==> src/rtl/pps_mem_unit.sv <==
// pps_mem_unit: multi-cycle memory stage between Execute and WriteBack.
// Performs byte/half/word loads and stores with lane steering, byte enables
// and sign/zero extension. Talks to a variable-latency data memory through a
// req/ack handshake and stalls the upstream pipeline while an access is
// outstanding. Non-memory instructions pass to WriteBack with one-cycle latency.
//
// Ports:
//   clk, rst                        clock (rising edge), async active-high reset
//   ex_valid/ex_memop/ex_memwr      EX instruction qualifiers (valid, memory op, store)
//   ex_size/ex_sign                 access size (00 b, 01 h, 1x w) and load sign-extend
//   ex_addr/ex_stdata/ex_alu        byte address, right-justified store data, ALU result
//   ex_rd/ex_regwrite               destination register and its write enable
//   stall                           combinational hold request to EX/ID/IF
//   mem_req/mem_we/mem_addr         registered memory request, write flag, word address
//   mem_wdata/mem_bwe               lane-replicated store data and byte write enables
//   mem_rdata/mem_ack               read data and access-complete strobe
//   wb_valid/wb_rd/wb_regwrite/wb_data  WriteBack payload
//   misalign                        one-cycle pulse on a misaligned access
//   timeout_err                     sticky: memory failed to ack within MAX_WAIT cycles
//
// States:
//   state  | meaning
//   S_IDLE | accepting EX instructions; ALU ops pass through, mem ops issue
//   S_WAIT | request outstanding; memory outputs held until ack or timeout

module pps_mem_unit #(
  parameter int ADDR_W     = 32,
  parameter int MAX_WAIT   = 16,
  parameter bit BIG_ENDIAN = 1'b0
) (
  input  logic              clk,
  input  logic              rst,
  input  logic              ex_valid,
  input  logic              ex_memop,
  input  logic              ex_memwr,
  input  logic [1:0]        ex_size,
  input  logic              ex_sign,
  input  logic [ADDR_W-1:0] ex_addr,
  input  logic [31:0]       ex_stdata,
  input  logic [31:0]       ex_alu,
  input  logic [4:0]        ex_rd,
  input  logic              ex_regwrite,
  output logic              stall,
  output logic              mem_req,
  output logic              mem_we,
  output logic [ADDR_W-1:0] mem_addr,
  output logic [31:0]       mem_wdata,
  output logic [3:0]        mem_bwe,
  input  logic [31:0]       mem_rdata,
  input  logic              mem_ack,
  output logic              wb_valid,
  output logic [4:0]        wb_rd,
  output logic              wb_regwrite,
  output logic [31:0]       wb_data,
  output logic              misalign,
  output logic              timeout_err
);

  // Counter only has to reach MAX_WAIT-1 before the timeout fires.
  localparam int CNT_W = (MAX_WAIT < 2) ? 1 : $clog2(MAX_WAIT);

  typedef enum logic {S_IDLE, S_WAIT} state_t;

  state_t             state, state_nxt;
  logic [CNT_W-1:0]   wait_cnt;

  logic [1:0]         lat_size;
  logic               lat_sign;
  logic [1:0]         lat_lane;
  logic [4:0]         lat_rd;
  logic               lat_regwrite;
  logic               lat_wr;

  logic               is_byte, is_half, is_word;
  logic               ex_mis;
  logic [1:0]         ex_lane;
  logic               ex_mem;
  logic               timeout_hit;
  logic               start_acc, complete_acc, timeout_acc;
  logic [3:0]         st_bwe;
  logic [31:0]        st_wdata;
  logic [7:0]         ld_byte;
  logic [15:0]        ld_half;
  logic [31:0]        ld_value;

  // ---------------------------------------------------------------------------
  // Request decode
  // ---------------------------------------------------------------------------
  always_comb begin
    is_byte = (ex_size == 2'b00);
    is_half = (ex_size == 2'b01);
    is_word = ex_size[1];
    ex_mis  = (is_half & ex_addr[0]) | (is_word & (ex_addr[1:0] != 2'b00));
    ex_mem  = ex_valid & ex_memop;

    // Physical lane: big-endian flips the byte index, and for halves flips
    // which pair is addressed.
    ex_lane = ex_addr[1:0];
    if (BIG_ENDIAN) begin
      if (is_byte)      ex_lane = ~ex_addr[1:0];
      else if (is_half) ex_lane = ex_addr[1:0] ^ 2'b10;
      else              ex_lane = 2'b00;
    end

    st_bwe   = 4'b1111;
    st_wdata = ex_stdata;
    if (is_byte) begin
      st_bwe   = 4'b0001 << ex_lane;
      st_wdata = {4{ex_stdata[7:0]}};
    end else if (is_half) begin
      st_bwe   = 4'b0011 << ex_lane;
      st_wdata = {2{ex_stdata[15:0]}};
    end
  end

  // ---------------------------------------------------------------------------
  // Load extraction from the latched lane
  // ---------------------------------------------------------------------------
  always_comb begin
    case (lat_lane)
      2'd0:    ld_byte = mem_rdata[7:0];
      2'd1:    ld_byte = mem_rdata[15:8];
      2'd2:    ld_byte = mem_rdata[23:16];
      default: ld_byte = mem_rdata[31:24];
    endcase
    ld_half = lat_lane[1] ? mem_rdata[31:16] : mem_rdata[15:0];

    if (lat_size == 2'b00)
      ld_value = {{24{lat_sign & ld_byte[7]}}, ld_byte};
    else if (lat_size == 2'b01)
      ld_value = {{16{lat_sign & ld_half[15]}}, ld_half};
    else
      ld_value = mem_rdata;
  end

  // ---------------------------------------------------------------------------
  // FSM
  // ---------------------------------------------------------------------------
  assign timeout_hit = (MAX_WAIT > 0) && !mem_ack &&
                       (wait_cnt == CNT_W'(MAX_WAIT - 1));

  always_ff @(posedge clk or posedge rst) begin
    if (rst) state <= S_IDLE;
    else     state <= state_nxt;
  end

  always_comb begin
    state_nxt    = state;
    stall        = 1'b0;
    start_acc    = 1'b0;
    complete_acc = 1'b0;
    timeout_acc  = 1'b0;
    case (state)
      S_IDLE: begin
        if (ex_mem && !ex_mis) begin
          stall     = 1'b1;
          start_acc = 1'b1;
          state_nxt = S_WAIT;
        end
      end
      S_WAIT: begin
        // Ack wins over a coincident timeout.
        if (mem_ack) begin
          complete_acc = 1'b1;
          state_nxt    = S_IDLE;
        end else if (timeout_hit) begin
          timeout_acc = 1'b1;
          state_nxt   = S_IDLE;
        end else begin
          stall = 1'b1;
        end
      end
      default: state_nxt = S_IDLE;
    endcase
    // Stall must read 0 while reset is held, even with a mem op in EX.
    if (rst) stall = 1'b0;
  end

  // ---------------------------------------------------------------------------
  // Datapath and registered outputs
  // ---------------------------------------------------------------------------
  always_ff @(posedge clk or posedge rst) begin
    if (rst) begin
      wait_cnt     <= '0;
      lat_size     <= 2'b00;
      lat_sign     <= 1'b0;
      lat_lane     <= 2'b00;
      lat_rd       <= 5'd0;
      lat_regwrite <= 1'b0;
      lat_wr       <= 1'b0;
      mem_req      <= 1'b0;
      mem_we       <= 1'b0;
      mem_addr     <= '0;
      mem_wdata    <= 32'd0;
      mem_bwe      <= 4'b0000;
      wb_valid     <= 1'b0;
      wb_rd        <= 5'd0;
      wb_regwrite  <= 1'b0;
      wb_data      <= 32'd0;
      misalign     <= 1'b0;
      timeout_err  <= 1'b0;
    end else begin
      wb_valid <= 1'b0;
      misalign <= 1'b0;
      case (state)
        S_IDLE: begin
          if (ex_valid && !ex_memop) begin
            wb_valid    <= 1'b1;
            wb_data     <= ex_alu;
            wb_rd       <= ex_rd;
            wb_regwrite <= ex_regwrite;
          end else if (ex_mem && ex_mis) begin
            misalign    <= 1'b1;
            wb_valid    <= 1'b1;
            wb_rd       <= ex_rd;
            wb_regwrite <= 1'b0;
            wb_data     <= 32'd0;
          end else if (start_acc) begin
            wait_cnt     <= '0;
            lat_size     <= ex_size;
            lat_sign     <= ex_sign;
            lat_lane     <= ex_lane;
            lat_rd       <= ex_rd;
            lat_regwrite <= ex_regwrite;
            lat_wr       <= ex_memwr;
            mem_req      <= 1'b1;
            mem_we       <= ex_memwr;
            mem_addr     <= {ex_addr[ADDR_W-1:2], 2'b00};
            mem_wdata    <= st_wdata;
            mem_bwe      <= ex_memwr ? st_bwe : 4'b0000;
          end
        end
        S_WAIT: begin
          if (complete_acc) begin
            mem_req     <= 1'b0;
            wb_valid    <= 1'b1;
            wb_rd       <= lat_rd;
            wb_regwrite <= lat_regwrite & ~lat_wr;
            wb_data     <= lat_wr ? 32'd0 : ld_value;
          end else if (timeout_acc) begin
            mem_req     <= 1'b0;
            timeout_err <= 1'b1;
            wb_valid    <= 1'b1;
            wb_rd       <= lat_rd;
            wb_regwrite <= 1'b0;
            wb_data     <= 32'd0;
          end else begin
            wait_cnt <= wait_cnt + 1'b1;
          end
        end
        default: ;
      endcase
    end
  end

endmodule
==> config.mk <==
export PLATFORM = sky130hd
export DESIGN_NAME = pps_mem_unit
export DESIGN_NICKNAME = d
export VERILOG_FILES = /design/src/rtl/pps_mem_unit.sv
export SDC_FILE = /design/constraint.sdc
export NUM_CORES = 1
export LEC_CHECK = 0
export CAP_MARGIN = 10
export CELL_PAD_IN_SITES_DETAIL_PLACEMENT = 1
export CELL_PAD_IN_SITES_GLOBAL_PLACEMENT = 1
export CORE_MARGIN = 1.5
export CORE_UTILIZATION = 35
export DETAILED_ROUTE_END_ITERATION = 7
export HOLD_SLACK_MARGIN = 0.12
export PLACE_DENSITY_LB_ADDON = 0.1
export SYNTH_ARGS = -nofsm -noshare
export SYNTH_HDL_FRONTEND = slang
export SYNTH_SLANG_ARGS = --single-unit
==> constraint.sdc <==
create_clock -name clk -period 9.8 [get_ports clk]
set_clock_uncertainty 0.05 [all_clocks]
set_input_delay 1.47 -clock clk [delete_from_list [all_inputs] [get_ports clk]]
set_output_delay 1.47 -clock clk [all_outputs]
set_load 0.02 [all_outputs]
Yosys cells after proc, flatten, opt, wreduce, memory -nomap -nowiden --
Cells that the tools add are included.
Word-level totals: bits in registers 125
Cells by class: $add $sub $neg 1, eq/ne operators 12, shifts and indexed selects 2, multiplexer cells 54, bitwise operators 12, reductions and logical operators 16
Operators with widths (count):
- $mux W32 | 9
- $pmux W32 S2 | 1
- $mux W4 | 8
- $mux W1 | 24
- $pmux W8 S3 | 1
- $mux W5 | 4
- $mux W16 | 1
- $ne A2 B2 Y1 const B | 5
- $pmux W5 S2 | 1
- $pmux W1 S2 | 4
- $pmux W4 S2 | 1
- $reduce_and A4 Y1 | 2
- $and A1 B1 Y1 | 6
- $eq A2 B1 Y1 const B | 3
- $logic_not A2 Y1 | 3
- $not A1 Y1 | 5
- $reduce_and A5 Y1 | 1
- $add A4 B1 Y4 const B | 1
- $eq A4 B4 Y1 const B | 1
- $logic_and A1 B1 Y1 | 4
- $shl A1 B2 Y4 const A | 1
- $shl A2 B2 Y4 const A | 1
- $logic_not A1 Y1 | 3
- $ne A3 B1 Y1 const B | 1
- 6 further kinds | 6

Logic depth before layout (Yosys ltp) --
word-level depth 11, depth in mapped cells 9, mapped depth without buffers 7

Least setup slack after synthesis --
Ideal clock, no wire load.
path kind input-to-output, from in ex_size[0], to out stall, data arrival time 3073 ps, setup slack 5207 ps, stages 7, cells stage by stage buf_2 > and3b_1 > or4b_1 > buf_4 > buf_6 > buf_6 > a21oi_1
Between the ends: cells in the longest elaborated chain, start to end 8
RTL lines:
- from (decl) | RTL line 36 | input logic [1:0] ex_size,
- $eq A2 B1 Y1 | RTL line 91 | is_half = (ex_size == 2'b01);
- $and A1 B1 Y1 | RTL line 93 | ex_mis = (is_half & ex_addr[0]) | (is_word & (ex_addr[1:0] != 2'b00));
- $or A1 B1 Y1 | RTL line 93
- $logic_not A1 Y1 | RTL line 155 | if (ex_mem && !ex_mis) begin
- $logic_and A1 B1 Y1 | RTL line 155
- $mux W1 | RTL line 155
- $pmux W1 S2 | RTL line 153 | case (state)
- $mux W1 | RTL line 176 | if (rst) stall = 1'b0;
- to (decl) | RTL line 43 | output logic stall,
Every way passes these cells.

Final worst setup path --
Same ends and word-level chain as after synthesis.

==> impl_metrics.csv <==
group,metric,value,unit
power,ir_worst_vdd,0.115,mV
logic_synthesis,yosys_warnings,0,
logic_synthesis,synth_edf_count,0,
worst_setup_path,crit_type,"input pin to output port",
clock_network,holdBufCountCts,0,
worst_setup_path,crit_arrival,4.47,ns
clock_network,clk_pin_slew_worst_paths,0.05,ns
worst_setup_path,critPathSlowestCell,"clkdlybuf4s50_1",
power,power.density,225,nW/um^2
logic_synthesis,yosysUniqueCellTypes,44,
global_route,grt.overflow.total,0,
worst_setup_path,ff2ff_setup_slack,6.58,ns
sta,worst_pin_slew,1.11,ns
global_route,antenna_found_initial,0,
worst_setup_path,cp-end-kind,"output port",
placement,dp_hpwl,14700,um
routing,drc,0,
worst_setup_path,path_cells,"clkdlybuf4s50_1 > and3b_1 > or4b_4 > a21oi_1 > clkdlybuf4s50_1",
layout,syn2layout_area_growth,52.4,%
layout,multi_input_area,2790,um^2
worst_setup_path,cp.required,8.28,ns
worst_setup_path,worst-path-buf-inv,2,
sta,finalCritPeriodShare,61.1,%
global_route,grt_pass1_wl,30900,um
routing,firstDrtPassIters,4,
sta,setup_violations,0,
worst_setup_path,r2r-start,"state$_DFF_PP0_",
clock_network,cts_setup_buffers,0,
min_path,whs_path_depth,1,
layout,design_area,9420,um^2
clock_network,post_cts_resized,0,
routing,avgViaCountPerCell,5.31,
floorplanning,fp.dieW,136,um
sta,clock.fmax,167,MHz
layout,antenna-diode-count,0,
placement,dp_slack,3.79,ns
logic_synthesis,synth_seq_area_share,50.6,%
layout,drive_gt1_share,12.0,%
global_route,grtUsageTotal,21.9,%
routing,antenna_left,0,
worst_setup_path,crit_path_max_fanout,51,
global_route,grt_pass1_vias,5650,
run,cap_violations,0,
routing,wirelength,20100,um
logic_synthesis,syn_area_per_cell,11.6,um^2
clock_network,clock_latency,0.40,ns
worst_setup_path,r2r-end,"mem_wdata[0]$_DFFE_PP0P_",
logic_synthesis,async_reset_ff_share,100,%
logic_synthesis,ys_ff_latch,125,
power,power_leakage,4.17,nW
clock_network,htreeDepth,4,
clock_network,cts_max_path_buffers,2,
sta,post-route-min-period,5.99,ns
layout,num-fill-cells,1791,
worst_setup_path,r2r_cells,4,
layout,regArea,3130,um^2
floorplanning,initial_core_util,35.7,%
clock_network,cts_tree,"done",
min_path,hold_path.startpoint,"timeout_err$_DFFE_PP0P_",
clock_network,clock-root-buffer,"clkbuf_16",
worst_setup_path,cpMostUsedCell,"clkdlybuf4s50_1",
worst_setup_path,max_stage_delay,0.83,ns
routing,vias,5310,
logic_synthesis,synth_ff_type,"dfrtp_1",
sta,hold_viol,0,
placement,io_buffers,252,
worst_setup_path,start_kind,"input pin",
sta,fin_tns_setup,0,ns
floorplanning,dieArea,18500,um^2
clock_network,cts.sinks,125,
power,design_power_total,2.12,mW
placement,gp_congestion,0.756,
floorplanning,fp-row-count,48,
placement,dpl-instance-area,8790,um^2
worst_setup_path,critical-path-top-delay-family,"buffers and inverters",
global_route,grt_max_degree,83,
min_path,hold_class,"flop to flop",
logic_synthesis,synth_area,6180,um^2
sta,rsz0062_at_grt,"false",
sta,maxSlewViolCount,0,
routing,initialDrtViolationCount,192,
routing,wl_per_cell,20.1,um
sta,fin_ws,3.81,ns
run_status,status,"finished clean",
sta,slew_headroom,25.8,%
clock_network,cts-buffers-inserted,17,
min_path,hold_end,"timeout_err$_DFFE_PP0P_",
floorplanning,die_y,136,um
logic_synthesis,synthCells,532,
floorplanning,pin_count,255,
layout,nets,913,
floorplanning,core,17300,um^2
-- cells in the final DEF, fill, tap and decap left out, types with 2 or more instances in the layout --
cell type and instances:
clkdlybuf4s50_1 252, dfrtp_1 125, mux2_4 46, nand3_1 42
o21ai_1 37, nand2_1 36, mux2i_1 31, nor2_1 29
a22oi_1 17, clkbuf_16 17, a221o_1 16, a21oi_1 15
o22ai_1 13, and3_1 8, mux4_2 8, a2bb2oi_1 8
inv_1 7, a2111oi_0 6, nor2b_1 5, o21ai_0 5
ha_1 5, bufinv_16 4, clkbuf_8 4, buf_4 4
mux2_1 2, o211ai_1 2, nand3b_1 2, and2_1 2
inv_2 2, nand2b_1 2, nor4_1 2, conb_1 2
clkbuf_1 2
-- metal layers --
metal  track usage (%)  vias up  share of wire (%)
met2              36.1      234                 48
met3              7.72       34                9.0
met4              8.63        0                2.5
li1                  -     2418                  -
met1              26.3     2624                 41
met5                 0        -                  0
-- power by group --
part | leakage, nW | total, mW | internal, mW | switching [mW]
clock | 0.305 | 0.668 | 0.449 | 0.219
sequential | 1.55 | 0.731 | 0.639 | 0.0920
combinational | 2.32 | 0.724 | 0.384 | 0.340
-- how the worst max path moves through the flow --
stage,endpoint,slack (ns),start,cells after the start
5_1_grt,stall,3.68,ex_size[0],5
3_5_place_dp,stall,3.79,ex_size[0],5
6_report,stall,3.81,ex_size[0],5
2_1_floorplan,lat_lane[0]$_DFFE_PP0P_,4.95,rst,1
4_1_cts,stall,3.78,ex_size[0],5
3_3_place_gp,stall,3.86,ex_size[0],5
-- worst reg2reg max path, cell delays in order (launching register included) --
cell and delay (ns):
dfrtp_1 0.54, nor2b_1 0.67, or4b_4 0.86, buf_4 0.50, mux2_1 0.47
-- final cells by class --
cell class	instances	share of cell area [%]
repair buffers	256	27.1
clock inverters	6	1.42
multi-input cells	354	29.6
inverters	11	0.465
flip-flops and latches	125	33.2
well taps	225	2.99
clock buffers	23	5.18
-- kinds of logic (layout without fill, tap and decap cells) --
group           Yosys count  count (layout)  synth area share, %
mux                      88              88                 19.7
simple gates            134             134                 10.3
other cells               1               2               0.0607
fa+ha+maj                 5               5                 1.01
compound gates          125             125                 13.6
buf+inv                  54             296                 4.68
flops                   125             125                 50.6
-- cell usage after synthesis (all sizes together) (3+ instances only) --
master / count / share of area, %
a2111oi: 6 / 0.85
a21oi: 15 / 1.2
a221o: 16 / 2.6
a22oi: 17 / 2.1
a2bb2oi: 8 / 1.1
and3: 8 / 0.81
buf: 27 / 3.0
clkbuf: 16 / 0.97
dfrtp: 125 / 51
ha: 5 / 1.0
inv: 10 / 0.61
mux2: 49 / 12
mux2i: 31 / 5.0
mux4: 8 / 2.9
nand2: 36 / 2.2
nand3: 42 / 3.4
nor2: 29 / 1.8
nor2b: 5 / 0.51
o211ai: 3 / 0.45
o21ai: 43 / 3.5
o22ai: 13 / 1.3
-- state kept, by name, summed over array words and instances (netlist names), 2 cells and up --
signal     flops
lat_size       2
lat_rd         5
wb_rd          5
wb_data       32
mem_addr      30
mem_bwe        4
wait_cnt       4
lat_lane       2
mem_wdata     32
-- through the flow --
step | hold WS (ns) | utilization, % | std cells
after global routing | 0.467 | 54.4 | 1000
after CTS | 0.437 | 54.4 | 1000
final | 0.428 | 54.4 | 1000
after detailed placement | 0.417 | 50.8 | 971
after global placement | 0.396 | 50.8 | 971
after floorplan | 0.426 | - | 533
Note: power is estimated with default switching activity, not from simulation.
